`src/rtl/canny_pkg.sv`:
```
// Shared definitions for the Canny edge pipeline: image geometry, window
// geometry, pixel type and the window loader state encoding.
package canny_pkg;

    localparam int IMG_WIDTH   = 32;                        // pixels per row, also window row pitch
    localparam int IMG_HEIGHT  = 32;                        // rows per frame
    localparam int WIN_ROWS    = 5;                         // kernel height
    localparam int PIX_W       = 8;                         // pixel width in bits
    localparam int WIN_SIZE    = WIN_ROWS * IMG_WIDTH;      // 160 pixels per window
    localparam int SHIFT_LEN   = WIN_SIZE - IMG_WIDTH;      // pixels kept on a slide (128)
    localparam int NUM_WINDOWS = IMG_HEIGHT - WIN_ROWS + 1; // windows per frame (28)

    typedef logic [PIX_W-1:0] pixel_t;
    typedef logic [7:0]       idx_t;       // write index into the window, 0..159
    typedef logic [4:0]       win_cnt_t;   // windows consumed in the current frame

    typedef enum logic [2:0] {
        S_FILL,
        S_START,
        S_WAIT,
        S_SHIFT,
        S_DONE
    } loader_state_t;

endpackage

```
`src/rtl/conv_window_loader.sv`:
```
// Window loader feeding the 5x5 Gaussian stage. Assembles a 5-row window from
// a raster pixel stream, hands it to the convolution stage with a startConv
// pulse, holds it until convDone rises, then slides it down one image row.
module conv_window_loader
    import canny_pkg::*;
(
    input  logic   clk,
    input  logic   reset,
    input  logic   pix_valid,
    input  pixel_t pix_in,
    input  logic   sof,
    output logic   pix_ready,
    output logic   startConv,
    input  logic   convDone,
    output pixel_t bufferInput [0:WIN_SIZE-1],
    output logic   frame_done
);

    localparam idx_t     LAST_IDX   = idx_t'(WIN_SIZE - 1);
    localparam idx_t     REFILL_IDX = idx_t'(SHIFT_LEN);
    localparam win_cnt_t LAST_WIN   = win_cnt_t'(NUM_WINDOWS - 1);

    loader_state_t state;
    idx_t          wrIdx;
    win_cnt_t      winCnt;
    logic          convDonePrev;
    logic          accept;
    logic          convDoneRise;

    // The loader only takes pixels while filling; held low throughout reset.
    assign pix_ready    = (state == S_FILL) && !reset;
    assign accept       = pix_valid && pix_ready;
    assign convDoneRise = convDone && !convDonePrev;

    // Track convDone in every state so a level already high on entry to S_WAIT is not seen as a new edge.
    always_ff @(posedge clk or posedge reset) begin
        if (reset) begin
            convDonePrev <= 1'b0;
        end else begin
            convDonePrev <= convDone;
        end
    end

    // Window FSM: fill, announce, wait for the convolution stage, slide or close the frame.
    always_ff @(posedge clk or posedge reset) begin
        if (reset) begin
            state      <= S_FILL;
            wrIdx      <= '0;
            winCnt     <= '0;
            startConv  <= 1'b0;
            frame_done <= 1'b0;
            // NOTE: the window is a visible output that must read all-zero after reset, so unlike a plain RAM every entry is cleared here.
            for (int i = 0; i < WIN_SIZE; i++) begin
                bufferInput[i] <= '0;
            end
        end else begin
            startConv  <= 1'b0;
            frame_done <= 1'b0;

            unique case (state)
                S_FILL: begin
                    if (accept) begin
                        if (sof) begin
                            // New frame restarts the window from scratch.
                            bufferInput[0] <= pix_in;
                            wrIdx          <= idx_t'(1);
                            winCnt         <= '0;
                        end else begin
                            bufferInput[wrIdx] <= pix_in;
                            if (wrIdx == LAST_IDX) begin
                                state     <= S_START;
                                startConv <= 1'b1;
                            end else begin
                                wrIdx <= wrIdx + 1'b1;
                            end
                        end
                    end
                end

                S_START: begin
                    state <= S_WAIT;
                end

                S_WAIT: begin
                    if (convDoneRise) begin
                        winCnt <= winCnt + 1'b1;
                        if (winCnt == LAST_WIN) begin
                            state      <= S_DONE;
                            frame_done <= 1'b1;
                        end else begin
                            state <= S_SHIFT;
                        end
                    end
                end

                S_SHIFT: begin
                    // Drop the oldest row; the bottom row is refilled from the stream.
                    for (int i = 0; i < SHIFT_LEN; i++) begin
                        bufferInput[i] <= bufferInput[i + IMG_WIDTH];
                    end
                    wrIdx <= REFILL_IDX;
                    state <= S_FILL;
                end

                S_DONE: begin
                    wrIdx  <= '0;
                    winCnt <= '0;
                    state  <= S_FILL;
                end

                default: begin
                    state <= S_FILL;
                end
            endcase
        end
    end

endmodule

```
`config.mk`:
```
export PLATFORM = sky130hd
export DESIGN_NAME = conv_window_loader
export DESIGN_NICKNAME = d
export VERILOG_FILES = /design/src/rtl/canny_pkg.sv /design/src/rtl/conv_window_loader.sv
export SDC_FILE = /design/constraint.sdc
export NUM_CORES = 2
export LEC_CHECK = 0
export CAP_MARGIN = 20
export CORE_AREA = 2 2 512 514
export CTS_CLUSTER_SIZE = 12
export DETAILED_ROUTE_END_ITERATION = 8
export DIE_AREA = 0 0 514 516
export SKIP_CTS_REPAIR_TIMING = 1
export SLEW_MARGIN = 20
export SYNTH_ARGS = -nofsm -noshare
export SYNTH_HDL_FRONTEND = slang
export SYNTH_SLANG_ARGS = --single-unit
export TNS_END_PERCENT = 100
```
`constraint.sdc`:
```
create_clock -name clk -period 65.7 [get_ports clk]
set_input_delay 13.14 -clock clk [delete_from_list [all_inputs] [get_ports clk]]
set_output_delay 13.14 -clock clk [all_outputs]
set_load 0.01 [all_outputs]
```
==> metrics <==
Peak VDD IR=around 0.024 mV; HP Start=bufferInput[1156]; worst reg2reg path depth=8; Worst Hold Path EP=bufferInput[1156]; clock sink count=between 1,000 and 1,500; part of the power in combinational logic=0.082; die area=265,200 µm²; sequential area share after synthesis=0.5637; Worst Hold Class=reg2reg; Syn. warnings=0; status=complete, no violations; initial antenna violation count=24; number of synthesized register bits=~1,300; Slew Viols, Final=0; grt total ovfl=0; number of buffers added on ports=1,295; Pwr Density=approximately 24 nW/µm²; drc violations=0; Finished Layout Cells=between 9,000 and 10,000; Tot Pwr=between 1.5 and 2 mW; CP max FO=6; via count=between 50,000 and 60,000; Cell variety after synth=70; Vias/cell=about 5.5; Setup TNS Final=0 ns; CP arrival=between 10 and 15 ns; Worst R2R End=bufferInput[781]; nets=about 5,700; Critical Path RT=52.56 ns; element type at the critical path end=primary output; clock period minus worst slack=between 20 and 30 ns; Top Ports=around 1,300; area grow syn2layout=38.27%; Initial Util=0.2224; drt initial violations=~6,000; post-DP HPWL=roughly 270 mm; slew margin rel.=0.1912; Switching Power=just over 500 µW; TritonCTS clock tree=built; Core Rows=between 150 and 200; asr flop ratio synth=1.000; Reg clk slew, reported paths=~0.06 ns; first-pass iteration count of the detailed router=6; M1 WL=about 150 mm; met3 WL post-DR=around 38 mm; Placed Instance Area=roughly 74,000 µm²; Crit-path slowest cell=clkdlybuf4s50_1; Net Sw Frac=0.2676; Int Pwr=between 1 and 1.5 mW; Final Setup Violations=0; leakage power=about 38 nW; Root Driver=clkbuf_16; Cells after DPL=roughly 9,000; RR Startpoint=state[2]; worst setup path startpoint=reset; detailed-route wire length per cell=39.03 µm; Worst-Margin Slew=1.209 ns; Post-Layout Inst Area=approximately 80,000 µm²; Crit Path Class=in2out; Mapped Nets=around 4,600; Max Freq=between 30 and 40 MHz; hold path depth=1; MaxCap Viol Count=0; Flop pwr share=0.443; Core Region=about 260,000 µm²; htree depth=4; cell count after synthesis=~4,600; vias in the first global route=just under 50,000; largest net degree at the start of global routing=210; commonest non-fill, non-tap cell in the layout=dfrtp_1; Num CTS Buffers=roughly 150; CP Launch Type=input pin; GRT Total Usage=0.2624; synthesized area=57,660 µm²; Detailed Route WL=361.2 mm; Routability Congestion=between 0.8 and 0.9; Longest Clk Path Bufs=3; RSZ-0062 raised after global routing=no; met2 wire len=158.0 mm; CP max stage delay=approximately 0.7 ns; most used cell, CP=clkdlybuf4s50_1; die extent in x=about 510 µm; Worst R2R Setup Slack=60.16 ns; Layout Skew=0.03064 ns; fill count=around 26,000; commonest non-fill, non-tap cells in the layout=dfrtp_1 (1,296), clkdlybuf4s50_1 (1,286), a221o_1 (517); Post-synth EDFFs=0; crit-path cells=clkdlybuf4s50_1 -> nor4_1 -> clkdlybuf4s50_1; Hold Vio Cnt, Final=0; Clk pwr share=0.474; share of cells above drive strength 1=0.1349; fin crit share=0.4265; first-pass GRT wire length=about 480 mm; dominant synthesized flop cell=dfrtp_1; Syn Area/Cell=about 13 µm²; DRT antenna net count=0; Die Y=between 500 and 600 µm; worst skew pair latency=approximately 0.8 ns; top sig layer=met5
how the worst max path moves through the flow:
stage	end	slack (ns)	cells past startpoint
after detailed placement	pix_ready	37.75	3
after global placement	pix_ready	37.74	3
after floorplan	bufferInput[0]	15.93	1
final	pix_ready	37.68	3
after CTS	pix_ready	37.73	3
after global routing	pix_ready	37.67	3
layout make-up:
type	instances	area, µm²	share of cell area
Clock inverter	53	812.0	0.01018
Sequential cell	1299	32520	0.4078
Inverter	9	46.29	0.0005806
Antenna cell	19	47.55	0.0005963
Multi-Input combinational cell	2841	23690	0.2971
Tap cell	3402	4257	0.05339
Clock buffer	219	4399	0.05518
Timing Repair Buffer	1412	13960	0.1751
state kept, by name, summed over array words and instances (netlist names):
name	flops
bufferInput	1280
wrIdx	8
winCnt	5
state	3
convDonePrev	1
frame_done	1
startConv	1
layer usage:
layer  track usage  vias up
li1              -    20350
met1        0.3446    27102
met2        0.3974     3272
met3       0.08630      524
met4        0.1028        2
met5             0        -
cell usage after synthesis (24+ instances only):
library cell / count / area [µm²]
dfrtp_1: 1299 / 32510
a221o_1: 517 / 5175
and3_1: 408 / 2552
a22o_1: 386 / 3381
a21o_1: 385 / 2890
clkbuf_1: 363 / 1363
mux2_2: 258 / 2905
nor2_1: 117 / 439.2
nand2_1: 74 / 277.8
and2_1: 65 / 406.6
nor3_1: 62 / 310.3
nand4_1: 60 / 375.4
o21ai_0: 57 / 285.3
a22oi_1: 54 / 405.4
nor4_4: 49 / 1042
buf_2: 48 / 240.2
mux2i_1: 43 / 430.4
nand3_1: 38 / 190.2
a21oi_1: 32 / 160.2
o211ai_1: 29 / 217.7
nor2_2: 24 / 150.1
o22ai_1: 24 / 150.1
through the flow:
step / worst slack, ns / util / hold slack, ns
detailed placement: 37.75 / 0.2871 / 0.4653
floorplan: 15.93 / - / 0.4921
global route: 37.67 / 0.3074 / 0.4895
global placement: 37.74 / 0.2870 / 0.4598
finish: 37.68 / 0.3075 / 0.4765
CTS: 37.73 / 0.3072 / 0.4789
worst max-delay path: cells and delay by family:
family,cells,cell delay (ns)
buffers and inverters,2,1.32
and+or+nand+nor,1,0.41
power groups by stage:
stage	sequential [mW]	combinational, mW	clock (mW)
floorplan	0.851	0.0561	0
global placement	0.849	0.155	0
detailed placement	0.850	0.157	0
CTS	0.836	0.157	0.910
global route	0.837	0.163	0.940
finish	0.836	0.156	0.895
cells by family after synthesis:
logic type / synth area share
AO/OA/AOI/OAI: 0.2264
adder cells (fa/ha/maj): 0.001085
buffers and inverters: 0.03162
flip-flops: 0.5637
multiplexers: 0.05785
AND/OR/NAND/NOR: 0.1193
No activity file was read; power rests on OpenSTA's default activity.
